File: src/rtl/uart_pkg.sv
// Shared definitions for the UART sender: FSM state encoding and parity modes.
package uart_pkg;

  typedef enum logic [2:0] {
    ST_IDLE   = 3'd0,
    ST_START  = 3'd1,
    ST_DATA   = 3'd2,
    ST_PARITY = 3'd3,
    ST_STOP   = 3'd4
  } tx_state_t;

  localparam int PAR_NONE = 0;
  localparam int PAR_EVEN = 1;
  localparam int PAR_ODD  = 2;

endpackage

File: src/rtl/uart_fifo.sv
// Circular-buffer TX FIFO. Pushes while full and pops while empty are ignored,
// so a blocked write never disturbs the stored words.
module uart_fifo #(
  parameter int WIDTH = 8,
  parameter int DEPTH = 4
) (
  input  logic                     clk_baud,
  input  logic                     reset,
  input  logic                     push,
  input  logic                     pop,
  input  logic [WIDTH-1:0]         wdata,
  output logic [WIDTH-1:0]         rdata,
  output logic                     full,
  output logic                     empty,
  output logic [$clog2(DEPTH):0]   count
);

  localparam int AW = $clog2(DEPTH);
  localparam logic [AW:0] FULL_CNT = DEPTH[AW:0];

  logic [WIDTH-1:0] mem [DEPTH];
  logic [AW-1:0]    wr_ptr;
  logic [AW-1:0]    rd_ptr;
  logic [AW:0]      cnt_q;
  logic             do_push;
  logic             do_pop;

  assign full    = (cnt_q == FULL_CNT);
  assign empty   = (cnt_q == '0);
  assign count   = cnt_q;
  assign rdata   = mem[rd_ptr];
  assign do_push = push & ~full;
  assign do_pop  = pop & ~empty;

  // Power-of-two depth lets the pointers wrap by plain overflow.
  always_ff @(posedge clk_baud or posedge reset) begin
    if (reset) begin
      wr_ptr <= '0;
      rd_ptr <= '0;
      cnt_q  <= '0;
    end else begin
      if (do_push) wr_ptr <= wr_ptr + 1'b1;
      if (do_pop)  rd_ptr <= rd_ptr + 1'b1;
      case ({do_push, do_pop})
        2'b10:   cnt_q <= cnt_q + 1'b1;
        2'b01:   cnt_q <= cnt_q - 1'b1;
        default: cnt_q <= cnt_q;
      endcase
    end
  end

  always_ff @(posedge clk_baud) begin
    if (do_push) mem[wr_ptr] <= wdata;
  end

endmodule

File: src/rtl/uart_sender_fifo.sv
// Buffered UART transmitter: words queue in a small FIFO and are serialised
// back to back as start / data (LSB first) / optional parity / stop bits.
module uart_sender_fifo
  import uart_pkg::*;
#(
  parameter int DATA_BITS   = 8,
  parameter int CLK_PER_BIT = 16,
  parameter int PARITY      = 0,
  parameter int STOP_BITS   = 1,
  parameter int FIFO_DEPTH  = 4
) (
  input  logic                          clk_baud,
  input  logic                          reset,
  // Handshake: a word is accepted at each rising edge where tx_en and
  // tx_ready are both high; a write while tx_ready is low is discarded.
  input  logic [DATA_BITS-1:0]          tx_data,
  input  logic                          tx_en,
  output logic                          tx_ready,
  output logic                          tx_status,
  output logic [$clog2(FIFO_DEPTH):0]   tx_count,
  output logic                          uart_tx,
  output tx_state_t                     state_dbg
);

  localparam int TW = (CLK_PER_BIT > 1) ? $clog2(CLK_PER_BIT) : 1;
  localparam int LT = CLK_PER_BIT - 1;
  localparam int LD = DATA_BITS - 1;
  localparam int LS = STOP_BITS - 1;
  localparam logic [TW-1:0] LAST_TICK = LT[TW-1:0];
  localparam logic [2:0]    LAST_DATA = LD[2:0];
  localparam logic          LAST_STOP = LS[0];

  tx_state_t            state, state_d;
  logic [TW-1:0]        timer, timer_d;
  logic [2:0]           bit_cnt, bit_d;
  logic                 stop_cnt, stop_d;
  logic [DATA_BITS-1:0] shreg, sh_d;
  logic                 par_bit, par_d;
  logic                 tx_q, tx_d;
  logic                 bit_end;
  logic                 load;
  logic [DATA_BITS-1:0] fifo_rdata;
  logic                 fifo_full;
  logic                 fifo_empty;

  uart_fifo #(
    .WIDTH (DATA_BITS),
    .DEPTH (FIFO_DEPTH)
  ) u_fifo (
    .clk_baud (clk_baud),
    .reset    (reset),
    .push     (tx_en),
    .pop      (load),
    .wdata    (tx_data),
    .rdata    (fifo_rdata),
    .full     (fifo_full),
    .empty    (fifo_empty),
    .count    (tx_count)
  );

  assign tx_ready  = ~fifo_full;
  assign tx_status = fifo_empty && (state == ST_IDLE);
  assign uart_tx   = tx_q;
  assign state_dbg = state;
  assign bit_end   = (timer == LAST_TICK);
  // A new frame starts from IDLE, or straight out of the last stop bit.
  assign load      = ~fifo_empty &&
                     ((state == ST_IDLE) ||
                      (state == ST_STOP && bit_end && stop_cnt == LAST_STOP));

  always_ff @(posedge clk_baud or posedge reset) begin
    if (reset) begin
      state    <= ST_IDLE;
      timer    <= '0;
      bit_cnt  <= '0;
      stop_cnt <= 1'b0;
      shreg    <= '0;
      par_bit  <= 1'b0;
      tx_q     <= 1'b1;
    end else begin
      state    <= state_d;
      timer    <= timer_d;
      bit_cnt  <= bit_d;
      stop_cnt <= stop_d;
      shreg    <= sh_d;
      par_bit  <= par_d;
      tx_q     <= tx_d;
    end
  end

  always_comb begin
    state_d = state;
    timer_d = timer;
    bit_d   = bit_cnt;
    stop_d  = stop_cnt;
    sh_d    = shreg;
    par_d   = par_bit;
    tx_d    = tx_q;
    if (state != ST_IDLE && !bit_end) timer_d = timer + 1'b1;
    case (state)
      ST_IDLE: ;
      ST_START: begin
        if (bit_end) begin
          state_d = ST_DATA;
          timer_d = '0;
          bit_d   = '0;
          tx_d    = shreg[0];
        end
      end
      ST_DATA: begin
        if (bit_end) begin
          timer_d = '0;
          if (bit_cnt == LAST_DATA) begin
            if (PARITY != PAR_NONE) begin
              state_d = ST_PARITY;
              tx_d    = par_bit;
            end else begin
              state_d = ST_STOP;
              stop_d  = 1'b0;
              tx_d    = 1'b1;
            end
          end else begin
            bit_d = bit_cnt + 1'b1;
            sh_d  = shreg >> 1;
            tx_d  = shreg[1];
          end
        end
      end
      ST_PARITY: begin
        if (bit_end) begin
          state_d = ST_STOP;
          timer_d = '0;
          stop_d  = 1'b0;
          tx_d    = 1'b1;
        end
      end
      ST_STOP: begin
        if (bit_end) begin
          timer_d = '0;
          if (stop_cnt == LAST_STOP) begin
            state_d = ST_IDLE;
            tx_d    = 1'b1;
          end else begin
            stop_d = 1'b1;
          end
        end
      end
      default: begin
        state_d = ST_IDLE;
        tx_d    = 1'b1;
      end
    endcase
    // Parity is latched with the word so the shifting register can be consumed.
    if (load) begin
      state_d = ST_START;
      timer_d = '0;
      sh_d    = fifo_rdata;
      par_d   = (^fifo_rdata) ^ (PARITY == PAR_ODD);
      tx_d    = 1'b0;
    end
  end

endmodule

File: config.mk
export PLATFORM = sky130hd
export DESIGN_NAME = uart_sender_fifo
export DESIGN_NICKNAME = d
export VERILOG_FILES = /design/src/rtl/uart_pkg.sv /design/src/rtl/uart_fifo.sv /design/src/rtl/uart_sender_fifo.sv
export SDC_FILE = /design/constraint.sdc
export NUM_CORES = 1
export LEC_CHECK = 0
export ABC_AREA = 1
export CORE_UTILIZATION = 43
export CTS_CLUSTER_SIZE = 20
export DETAILED_ROUTE_END_ITERATION = 6
export DONT_BUFFER_PORTS = 1
export GPL_ROUTABILITY_DRIVEN = 0
export SYNTH_ARGS = -nofsm -noshare
export SYNTH_HDL_FRONTEND = slang
export SYNTH_SLANG_ARGS = --single-unit
File: constraint.sdc
create_clock -name clk_baud -period 2.46 [get_ports clk_baud]
set_clock_uncertainty 0.15 [all_clocks]
set_input_delay 0.123 -clock clk_baud [delete_from_list [all_inputs] [get_ports clk_baud]]
set_output_delay 0.123 -clock clk_baud [all_outputs]
set_load 0.005 [all_outputs]
After elaboration in Yosys (flattened, before gate mapping)
Memories as Yosys holds them, arrays and structs flattened.
Index checks and enable logic that the tools add are counted.

word-level totals
  bits in registers = 27
  bits in writable memories = 32
  bits of input ports = 11
  output and inout port bits = 9
  memories = 1

memory list
  memory      depth  bits a word  read ports  clocked after memory_dff  wr ports  RTL line         RTL
  u_fifo.mem  4      8            1           0                         1         uart_fifo.sv:21  logic [WIDTH-1:0] mem [DEPTH];

cells by class
  add/subtract/negate cells = 6
  equality and inequality tests = 23
  mux-type cells = 37
  bitwise logic cells = 5
  reductions and logical operators = 21

operator list
  cell                                                   count
  two-way mux 8 bit                                      4
  two-way mux 3 bit                                      10
  inequality test 3 x 2 -> 1 bit, second input constant  6
  two-way mux 4 bit                                      4
  one-hot mux 3 bit (5 select lines)                     1
  two-way mux 1 bit                                      14
  inequality test 2 bit, second input constant           6
  one-hot mux 3 bit (2 select lines)                     2
  == test 3 bit, second input constant                   3
  nonzero test 2 bit                                     4
  AND reduction 7 bit                                    1
  adder 3 x 1 -> 3 bit, second input constant            2
  == test 3 x 2 -> 1 bit, second input constant          2
  logical NOT 3 bit                                      2
  AND reduction 6 bit                                    1
  nonzero test 3 bit                                     2
  logical AND 1 bit                                      5
  one-hot mux 1 bit (5 select lines)                     1
  AND reduction 5 bit                                    1
  adder 2 x 1 -> 2 bit, second input constant            2
  adder 4 x 1 -> 4 bit, second input constant            1
  == test 4 bit, second input constant                   1
  inequality test 2 x 1 -> 1 bit, second input constant  2
  AND reduction 4 bit                                    1
  11 further kinds                                       14

Logic depth before layout (Yosys ltp)
Gate-level depths: netlist of run 1.

  depth in word-level cells = 8
  mapped depth = 10
  gate-level depth less buffers = 10

Cells and area by module
From an unflattened synthesis of run 1, not the netlist that was laid out.

second synthesis, totals
  cell total of the unflattened synthesis = 301
  area total of the unflattened synthesis = 2921.6 µm²

modules (own cells, without submodules)
  module            instances  cells each  area an instance (µm²)  sequential area each (µm²)
  uart_fifo         1          155         1755.4                  1136.1
  uart_sender_fifo  1          146         1166.1                  476.7

Worst setup path after synthesis of run 1
OpenSTA, ideal clock, no wires.

  path type = reg-to-reg
  start = reg timer[0]
  end = reg u_fifo.cnt_q[2], in the netlist u_fifo.count[2]
  setup time = 0.131 ns
  data arrival time = 1.990 ns
  data required time = 2.179 ns
  setup slack = 0.189 ns
  cell stages (with the launch flop) = 11
  path buffers = 0
  clock period less this slack = 2.271 ns
  cells stage by stage = dfrtp_1 ha_1 nand3_1 nand2_4 nand2_4 inv_1 ha_1 fa_1 a21oi_1 o21ai_0 xor2_1

on the way
  cells in the longest elaborated chain, start to end = 8
  elaborated cells between the ends (all ways) = 10
  classes of those cells = eq/ne: 3; mux: 1; bitwise: 1; reduce/logical: 5

RTL lines
  element                                                                   RTL line                RTL
  start: declaration                                                        uart_sender_fifo.sv:34  logic [TW-1:0] timer, timer_d;
  start signal: assignment                                                  uart_sender_fifo.sv:82  timer <= timer_d;
  == test 4 bit (*)                                                         uart_sender_fifo.sv:65  assign bit_end = (timer == LAST_TICK);
  logical AND 1 bit (*) (2 in a row)                                        uart_sender_fifo.sv:69  (state == ST_STOP && bit_end && stop_cnt == LAST_STOP));
  logical OR 1 bit (*)                                                      uart_sender_fifo.sv:68  ((state == ST_IDLE) ||
  logical AND 1 bit (*)                                                     uart_sender_fifo.sv:67  assign load = ~fifo_empty &&
  via load                                                                  uart_sender_fifo.sv:41  logic load;
  bitwise AND 1 bit (*)                                                     uart_fifo.sv:33         assign do_pop = pop & ~empty;
  == test 2 x 1 -> 1 bit or == test 2 bit (tied branches)                   uart_fifo.sv:44         case ({do_push, do_pop})
  one-hot mux 3 bit (2 select lines) or nonzero test 2 bit (tied branches)  --
  end signal: assignment                                                    uart_fifo.sv:45         2'b10: cnt_q <= cnt_q + 1'b1;
  end signal: assignment                                                    uart_fifo.sv:46         2'b01: cnt_q <= cnt_q - 1'b1;
  end signal: assignment                                                    uart_fifo.sv:47         default: cnt_q <= cnt_q;
  end: declaration                                                          uart_fifo.sv:24         logic [AW:0] cnt_q;

The timed path passes the listed nets; every way through them passes the cells marked *.
A chain may end at the register's enable or synchronous reset.

Final worst setup path of run 1
Ends and elaborated chain as after synthesis.

==> results of run 1 <==
## per-stage QoR
| step | instance area (um2) | power (mW) |
|---|---|---|
| CTS | 3080 | 2.49 |
| finish | 3090 | 2.46 |
| global placement | 2780 | 1.56 |
| floorplan | 2680 | 1.49 |
| detailed placement | 2780 | 1.58 |
| global route | 3090 | 2.60 |
## state kept, by name (all words and copies together), names as in the netlist
signal         count
bit_cnt            3
shreg              8
state_dbg          3
timer              4
u_fifo.count       3
u_fifo.mem        32
u_fifo.rd_ptr      2
u_fifo.wr_ptr      2
uart_tx            1
## kinds of logic after synthesis
| family | synth area share [%] |
|---|---|
| compound gates | 3.27 |
| xor+xnor | 1.96 |
| fa+ha+maj | 4.49 |
| buf+inv | 4.63 |
| flops | 60.3 |
| mux | 0.421 |
| simple gates | 24.9 |
## layer usage
metal	global-route usage (%)	share of wire (%)	vias to the layer above
li1	-	-	911
met1	20.6	47	825
met2	30.2	48	25
met3	7.08	4.2	5
met4	8.04	1.1	0
met5	0	0	-
## final cells by class
class | count | area, um2 | area share (%)
clock buffer | 9 | 124 | 4.01
clock inverter | 7 | 78.8 | 2.55
timing repair buffer | 17 | 153 | 4.94
sequential | 58 | 1610 | 52.2
inverter | 21 | 81.3 | 2.63
multi-input combinational | 173 | 946 | 30.6
tap | 75 | 93.8 | 3.04
## repair_timing
item	4_1_cts	5_1_grt
hold endpoints to repair	60	0
resized for setup	0	2
hold buffers	10	0
setup endpoints to repair	0	1
## worst paths after layout
path	to	cells past startpoint	start
worst max-delay path	u_fifo.count[2]	10	timer[0]
worst min-delay path	u_fifo.wr_ptr[0]	3	reset
worst max register to register	u_fifo.count[2]	10	timer[0]
worst min register to register	uart_tx	2	uart_tx
max in group asynchronous	uart_tx	3	reset
min in group clk_baud	uart_tx	2	uart_tx
## critical path, cell delays in order (launching register included)
cell and delay (ns):
dfrtp_1 0.41, ha_1 0.24, nand3_2 0.11, nand2_4 0.06
nand2_4 0.06, inv_1 0.07, ha_1 0.24, fa_1 0.38
a21oi_1 0.14, o21ai_0 0.12, xor2_1 0.15
## power groups by stage
stage / clock network, mW / logic [mW] / registers [mW]
after global placement: 0 / 0.287 / 1.28
after floorplan: 0 / 0.229 / 1.26
after CTS: 0.910 / 0.319 / 1.26
final: 0.884 / 0.312 / 1.26
after detailed placement: 0 / 0.300 / 1.28
after global routing: 0.959 / 0.364 / 1.28
## cell usage in the layout, fill, tap and decap left out, drive strengths merged
master and instances:
clkinvlp 3, dfrtp 25, inv 20, buf 7, nand3 37, bufinv 1, xnor2 1, mux2 1
clkinv 4, nand4 7, edfxtp 32, nand2 77, clkbuf 9, or2 3, xor2 5, o22ai 1
a21oi 5, o21ai 9, nor2 16, dlygate4sd3 10, ha 8, nor3 2, dfstp 1, fa 1
==> report_table.html, run 1 <==
<table>
<tr><th>Metric</th><th>Value</th></tr>
<tr><th colspan="2">Floorplanning</th></tr>
<tr><td>Full die area</td><td>0.00654 mm2</td></tr>
<tr><td>Die boundary width</td><td>80.9 um</td></tr>
<tr><td>Placeable core area</td><td>0.00596 mm2</td></tr>
<tr><td>Floorplan die height</td><td>80.9 um</td></tr>
<tr><td>Standard-cell row count</td><td>28</td></tr>
<tr><td>Boundary pin count</td><td>20</td></tr>
<tr><td>Initial standard-cell utilization of the core</td><td>44.9%</td></tr>
<tr><th colspan="2">Worst setup path</th></tr>
<tr><td>Worst Setup Start Kind</td><td>register</td></tr>
<tr><td>Arrival time at the worst endpoint</td><td>2.34 ns</td></tr>
<tr><td>Worst Setup End Kind</td><td>register</td></tr>
<tr><td>Crit Path Class</td><td>reg2reg</td></tr>
<tr><td>Required time reported for the critical path endpoint</td><td>2.53 ns</td></tr>
<tr><td>Biggest fanout along the worst timing path</td><td>4</td></tr>
<tr><td>Register-to-register setup slack</td><td>0.19 ns</td></tr>
<tr><th colspan="2">STA</th></tr>
<tr><td>Time the final worst path needs with I/O delays and setup</td><td>2.27 ns</td></tr>
<tr><td>Tightest hold margin</td><td>0.127 ns</td></tr>
<tr><td>Final worst-path cycle share</td><td>92.1%</td></tr>
<tr><td>Fmax achieved</td><td>441 MHz</td></tr>
<tr><td>PnR worst setup slack</td><td>0.193 ns</td></tr>
<tr><td>Pins over their slew limit</td><td>0</td></tr>
<tr><td>Setup Viol. Count Final</td><td>0</td></tr>
<tr><td>Slew at the pin closest to its max-slew limit</td><td>0.828 ns</td></tr>
<tr><td>Max_slew headroom</td><td>44.6%</td></tr>
<tr><td>RSZ-0062 raised after global routing</td><td>no</td></tr>
<tr><td>Setup Total Neg Slack</td><td>0 ns</td></tr>
<tr><td>Number of endpoints with negative hold slack in the final report</td><td>0</td></tr>
<tr><th colspan="2">Route</th></tr>
<tr><td>DRT iter0 DRCs</td><td>75</td></tr>
<tr><td>Residual DRC count</td><td>0</td></tr>
<tr><td>Via-to-Cell Ratio</td><td>4.91</td></tr>
<tr><td>Routed length per instance</td><td>13.8 um</td></tr>
<tr><td>Via count</td><td>1766</td></tr>
<tr><td>Residual antenna-violating net count after detailed routing</td><td>0</td></tr>
<tr><td>DR pass1 iterations</td><td>4</td></tr>
<tr><td>Total routed wirelength</td><td>4.97 mm</td></tr>
<tr><th colspan="2">Finish</th></tr>
<tr><td>Signed area change from the synthesized netlist to the final layout</td><td>15.5%</td></tr>
<tr><td>Ant. Diodes</td><td>0</td></tr>
<tr><td>Core occupancy in the finished layout</td><td>51.9%</td></tr>
<tr><td># fillers</td><td>545</td></tr>
<tr><td>Nets</td><td>300</td></tr>
<tr><td>Layout Cells excl Fill</td><td>360</td></tr>
<tr><td>Share of layout cells above drive strength 1</td><td>15.8%</td></tr>
<tr><th colspan="2">Placed design</th></tr>
<tr><td>Setup slack after placement</td><td>0.164 ns</td></tr>
<tr><td>Input/output buffers</td><td>0</td></tr>
<tr><td>Post-DP HPWL</td><td>3.27 mm</td></tr>
<tr><td>Instance count after placement with tap cells included</td><td>334</td></tr>
<tr><th colspan="2">Power</th></tr>
<tr><td>Total power divided by cell area</td><td>796 mW/mm2</td></tr>
<tr><td>IR Drop Worst-Case VDD</td><td>0.470 mV</td></tr>
<tr><td>Part of the power in combinational logic</td><td>12.7%</td></tr>
<tr><td>Internal portion of total power</td><td>1.77 mW</td></tr>
<tr><td>Leak</td><td>1.34 nW</td></tr>
<tr><td>Net switching fraction of the power</td><td>28.0%</td></tr>
<tr><td>Switching power</td><td>0.689 mW</td></tr>
<tr><td>Sequential share of power</td><td>51.3%</td></tr>
<tr><td>Part of the power in the clock network</td><td>36.0%</td></tr>
<tr><th colspan="2">Yosys</th></tr>
<tr><td>Cell with the most instances after synthesis</td><td>nand2_1</td></tr>
<tr><td>Post-synthesis cell type count</td><td>30</td></tr>
<tr><td>Biggest area contributors in the synthesized netlist</td><td>edfxtp_1 36%, dfrtp_1 23%, nand2_1 9.8%, nand3_1 6.5%, ha_1 3.7%</td></tr>
<tr><td>Yosys Warn Count</td><td>0</td></tr>
<tr><td>Fraction of registers with async set or reset after synthesis</td><td>44.8%</td></tr>
<tr><td>Mean instance size in the synthesized netlist</td><td>10.4 um2</td></tr>
<tr><td>EDFF count, synth</td><td>32</td></tr>
<tr><td>Cell area after technology mapping</td><td>0.00268 mm2</td></tr>
<tr><td>Sequential area share after synthesis</td><td>60.3%</td></tr>
<tr><td>Prevailing post-synth register cell</td><td>edfxtp_1</td></tr>
<tr><td>Synthesized flop and latch total</td><td>58</td></tr>
<tr><td>Fraction of post-synthesis cell area in the top cell type by area</td><td>35.9%</td></tr>
<tr><td>Number of standard cells after synthesis</td><td>258</td></tr>
<tr><td>Most frequent cells after synthesis</td><td>70 x nand2_1, 35 x nand3_1, 32 x edfxtp_1</td></tr>
<tr><td>Leading area contributor after synthesis</td><td>edfxtp_1</td></tr>
<tr><td>Synthesized netlist net count</td><td>278</td></tr>
<tr><th colspan="2">Min path</th></tr>
<tr><td>Path class of the lowest-slack min-delay path</td><td>in2async</td></tr>
<tr><th colspan="2">CTS</th></tr>
<tr><td>Clock Sink Count</td><td>58</td></tr>
<tr><td>Clock Latency Late Sink</td><td>0.34 ns</td></tr>
<tr><td>Setup Buffers After CTS</td><td>0</td></tr>
<tr><td>CTS Root Buffer Type</td><td>clkbuf_8</td></tr>
<tr><td>Clock buffer count from CTS</td><td>9</td></tr>
<tr><td>TritonCTS clock tree</td><td>yes</td></tr>
<tr><td>H-tree depth</td><td>3</td></tr>
<tr><td>Buffers from clock root to sink, at most</td><td>2</td></tr>
<tr><td>Clock slew at the register clock pins of the worst setup and hold paths</td><td>0.07 ns</td></tr>
<tr><th colspan="2">GRT</th></tr>
<tr><td>Number of global-route vias before repair</td><td>1802</td></tr>
<tr><td>Initial antenna violation count</td><td>0</td></tr>
<tr><td>GRT overflow</td><td>0</td></tr>
<tr><td>Overall track demand over capacity in global routing</td><td>18.1%</td></tr>
<tr><td>First-pass GRT wire length</td><td>8.40 mm</td></tr>
<tr><td>Largest net degree at the start of global routing</td><td>27</td></tr>
<tr><th colspan="2">Run status</th></tr>
<tr><td>Result of the run</td><td>complete, no violations</td></tr>
<tr><th colspan="2">Run</th></tr>
<tr><td>Number of max-capacitance violations reported</td><td>0</td></tr>
</table>
Note: power is estimated with default switching activity, not from simulation.
==> run 2, diff against run 1 <==
--- a/config.mk
+++ b/config.mk
@@ -5,7 +5,7 @@
 export SDC_FILE = /design/constraint.sdc
 export NUM_CORES = 1
 export LEC_CHECK = 0
-export ABC_AREA = 1
+export ABC_AREA = 0
 export CORE_UTILIZATION = 43
 export CTS_CLUSTER_SIZE = 20
 export DETAILED_ROUTE_END_ITERATION = 6
==> report_table.html, run 2 <==
<table>
<tr><th>Metric</th><th>Value</th></tr>
<tr><th colspan="2">Finish</th></tr>
<tr><td>Number of flip-flops in the largest register</td><td>32</td></tr>
<tr><td>Ant. Diodes</td><td>0</td></tr>
<tr><td>Highest-count cells in the layout ignoring fill and taps</td><td>32 x edfxtp_1, 25 x dfrtp_1, 12 x o21ai_1, 12 x nand2_1, 10 x dlygate4sd3_1</td></tr>
<tr><td>Core occupancy in the finished layout</td><td>51.4%</td></tr>
<tr><td>Leading cell type in the layout, fill and taps excluded</td><td>edfxtp_1</td></tr>
<tr><td>Share of layout cells above drive strength 1</td><td>20.6%</td></tr>
<tr><td>Nets</td><td>224</td></tr>
<tr><td>Signed area change from the synthesized netlist to the final layout</td><td>16.0%</td></tr>
<tr><td>Layout Cells excl Fill</td><td>284</td></tr>
<tr><td>Register name with the most flops</td><td>u_fifo.mem</td></tr>
<tr><td>Top flop regs</td><td>u_fifo.mem x32, shreg x8, timer x4</td></tr>
<tr><td>Post-route standard cell area excluding fillers</td><td>0.00304 mm2</td></tr>
<tr><th colspan="2">GRT</th></tr>
<tr><td>GRT overflow</td><td>0</td></tr>
<tr><td>First-pass GRT wire length</td><td>7.71 mm</td></tr>
<tr><td>Initial antenna violation count</td><td>0</td></tr>
<tr><td>Overall track demand over capacity in global routing</td><td>17.1%</td></tr>
<tr><td>Largest net degree at the start of global routing</td><td>27</td></tr>
<tr><td>Number of global-route vias before repair</td><td>1588</td></tr>
<tr><th colspan="2">STA</th></tr>
<tr><td>Number of endpoints with negative hold slack in the final report</td><td>0</td></tr>
<tr><td>Setup Viol. Count Final</td><td>0</td></tr>
<tr><td>Pins over their slew limit</td><td>0</td></tr>
<tr><td>Tightest hold margin</td><td>0.121 ns</td></tr>
<tr><td>Final worst-path cycle share</td><td>93.0%</td></tr>
<tr><td>RSZ-0062 raised after global routing</td><td>no</td></tr>
<tr><td>Setup Total Neg Slack</td><td>0 ns</td></tr>
<tr><td>Time the final worst path needs with I/O delays and setup</td><td>2.29 ns</td></tr>
<tr><td>Fmax achieved</td><td>437 MHz</td></tr>
<tr><td>Slew at the pin closest to its max-slew limit</td><td>1.05 ns</td></tr>
<tr><td>PnR worst setup slack</td><td>0.171 ns</td></tr>
<tr><td>Max_slew headroom</td><td>29.8%</td></tr>
<tr><th colspan="2">Power</th></tr>
<tr><td>IR Drop Worst-Case VDD</td><td>0.746 mV</td></tr>
<tr><td>Total Power</td><td>3.58 mW</td></tr>
<tr><td>Leak</td><td>1.22 nW</td></tr>
<tr><td>Total power divided by cell area</td><td>1180 mW/mm2</td></tr>
<tr><th colspan="2">Min path</th></tr>
<tr><td>End of the worst hold path</td><td>u_fifo.mem[3][2]</td></tr>
<tr><td>Path class of the lowest-slack min-delay path</td><td>in2reg</td></tr>
<tr><td>Hold path depth</td><td>1</td></tr>
<tr><td>Worst hold start</td><td>tx_en</td></tr>
<tr><th colspan="2">Yosys</th></tr>
<tr><td>Fraction of registers with async set or reset after synthesis</td><td>44.8%</td></tr>
<tr><td>Prevailing post-synth register cell</td><td>edfxtp_1</td></tr>
<tr><td>Most frequent cells after synthesis</td><td>32 x edfxtp_1, 25 x dfrtp_1, 12 x nand2_1, 12 x o21ai_1, 9 x mux2i_1</td></tr>
<tr><td>Yosys Warn Count</td><td>0</td></tr>
<tr><td>Post-synthesis cell type count</td><td>39</td></tr>
<tr><td>Fraction of post-synthesis cell area in the top cell type by area</td><td>36.6%</td></tr>
<tr><td>Synthesized flop and latch total</td><td>58</td></tr>
<tr><td>Cell with the most instances after synthesis</td><td>edfxtp_1</td></tr>
<tr><td>Synthesized netlist net count</td><td>205</td></tr>
<tr><td>Cell area after technology mapping</td><td>0.00263 mm2</td></tr>
<tr><td>Mean instance size in the synthesized netlist</td><td>14.2 um2</td></tr>
<tr><td>EDFF count, synth</td><td>32</td></tr>
<tr><td>Number of standard cells after synthesis</td><td>185</td></tr>
<tr><td>Leading area contributor after synthesis</td><td>edfxtp_1</td></tr>
<tr><td>Sequential area share after synthesis</td><td>61.4%</td></tr>
<tr><td>Biggest area contributors in the synthesized netlist</td><td>edfxtp_1 37%, dfrtp_1 24%, mux4_2 6.9%, ha_1 3.8%, mux2i_1 3.4%</td></tr>
<tr><th colspan="2">CTS</th></tr>
<tr><td>Number of hold buffers added after CTS</td><td>10</td></tr>
<tr><td>H-tree depth</td><td>3</td></tr>
<tr><td>CTS Root Buffer Type</td><td>clkbuf_8</td></tr>
<tr><td>Clock Latency Late Sink</td><td>0.34 ns</td></tr>
<tr><td>Clock buffer count from CTS</td><td>9</td></tr>
<tr><td>Buffers from clock root to sink, at most</td><td>2</td></tr>
<tr><td>Setup Buffers After CTS</td><td>0</td></tr>
<tr><td>Clock slew at the register clock pins of the worst setup and hold paths</td><td>0.07 ns</td></tr>
<tr><td>Clock Sink Count</td><td>58</td></tr>
<tr><td>TritonCTS clock tree</td><td>yes</td></tr>
<tr><td>Total of cells resized after clock tree synthesis</td><td>0</td></tr>
<tr><th colspan="2">Floorplanning</th></tr>
<tr><td>Placeable core area</td><td>0.00592 mm2</td></tr>
<tr><td>Standard-cell row count</td><td>28</td></tr>
<tr><td>Full die area</td><td>0.00642 mm2</td></tr>
<tr><td>Floorplan die height</td><td>80.1 um</td></tr>
<tr><td>Initial standard-cell utilization of the core</td><td>44.3%</td></tr>
<tr><td>Die boundary width</td><td>80.1 um</td></tr>
<tr><td>Boundary pin count</td><td>20</td></tr>
<tr><th colspan="2">Worst setup path</th></tr>
<tr><td>Register-to-register setup slack</td><td>0.17 ns</td></tr>
<tr><td>Depth of the worst register-to-register path</td><td>6</td></tr>
<tr><td>Crit Path Class</td><td>reg2reg</td></tr>
<tr><td>RR Startpoint</td><td>timer[0]</td></tr>
<tr><td>Required time reported for the critical path endpoint</td><td>2.54 ns</td></tr>
<tr><td>Biggest fanout along the worst timing path</td><td>6</td></tr>
<tr><td>End of the worst register-to-register path</td><td>u_fifo.count[1]</td></tr>
<tr><td>Worst Setup Start Kind</td><td>register</td></tr>
<tr><td>Worst setup startpoint</td><td>timer[0]</td></tr>
<tr><td>Arrival time at the worst endpoint</td><td>2.36 ns</td></tr>
<tr><td>Worst Setup End Kind</td><td>register</td></tr>
<tr><th colspan="2">Placed design</th></tr>
<tr><td>Setup slack after placement</td><td>0.185 ns</td></tr>
<tr><td>Area of placed instances</td><td>0.00272 mm2</td></tr>
<tr><td>Input/output buffers</td><td>0</td></tr>
<tr><td>Instance count after placement with tap cells included</td><td>258</td></tr>
<tr><td>Post-DP HPWL</td><td>3.30 mm</td></tr>
<tr><th colspan="2">Route</th></tr>
<tr><td>Via-to-Cell Ratio</td><td>5.40</td></tr>
<tr><td>Residual DRC count</td><td>0</td></tr>
<tr><td>DR pass1 iterations</td><td>6</td></tr>
<tr><td>Total routed wirelength</td><td>4.83 mm</td></tr>
<tr><td>Routed length per instance</td><td>17.0 um</td></tr>
<tr><td>Residual antenna-violating net count after detailed routing</td><td>0</td></tr>
<tr><td>DRT iter0 DRCs</td><td>67</td></tr>
<tr><td>Via count</td><td>1534</td></tr>
<tr><th colspan="2">Run</th></tr>
<tr><td>Number of max-capacitance violations reported</td><td>0</td></tr>
<tr><th colspan="2">Run status</th></tr>
<tr><td>Result of the run</td><td>complete, no violations</td></tr>
</table>
run 2: report_power, final:
| part | switching [mW] | internal (mW) |
|---|---|---|
| Clock | 0.414 | 0.576 |
| Sequential | 0.259 | 1.33 |
| Combinational | 0.500 | 0.504 |
run 2: cell type report:
type	instances	area [um2]
clock buffers	9	124
fillers	500	2880
clock inverters	7	101
repair buffers	17	153
inverters	8	30.0
flip-flops and latches	58	1610
multi-input cells	110	930
well taps	75	93.8
run 2: cells by family (layout without fill, tap and decap cells):
kind of cell	after synthesis	count (layout)	share of synthesized area, %
compound gates	28	28	6.43
xor+xnor	8	8	2.67
fa+ha+maj	9	9	4.58
buf+inv	17	41	3.15
flops	58	58	61.4
mux	20	20	11.7
simple gates	45	45	10.0
run 2: metal layers:
layer | vias to the layer above | GRT usage, % | share of wire (%)
met5 | - | 0 | 0
met4 | 0 | 10.9 | 3.3
met3 | 16 | 5.57 | 4.4
met2 | 33 | 28.5 | 52
met1 | 767 | 18.8 | 41
li1 | 718 | - | -
run 2: worst max-delay path by stage:
stage | cells past startpoint | end
6_report | 6 | u_fifo.count[1]
5_1_grt | 6 | u_fifo.count[1]
4_1_cts | 6 | u_fifo.count[1]
3_5_place_dp | 6 | u_fifo.count[1]
3_3_place_gp | 6 | u_fifo.count[1]
2_1_floorplan | 7 | u_fifo.count[1]
run 2: critical path, cell delays in order, from the launching register on:
cell,delay (ns)
dfrtp_1,0.43
ha_1,0.28
nand3_4,0.10
a211oi_2,0.26
ha_1,0.24
fa_1,0.43
mux2_2,0.27
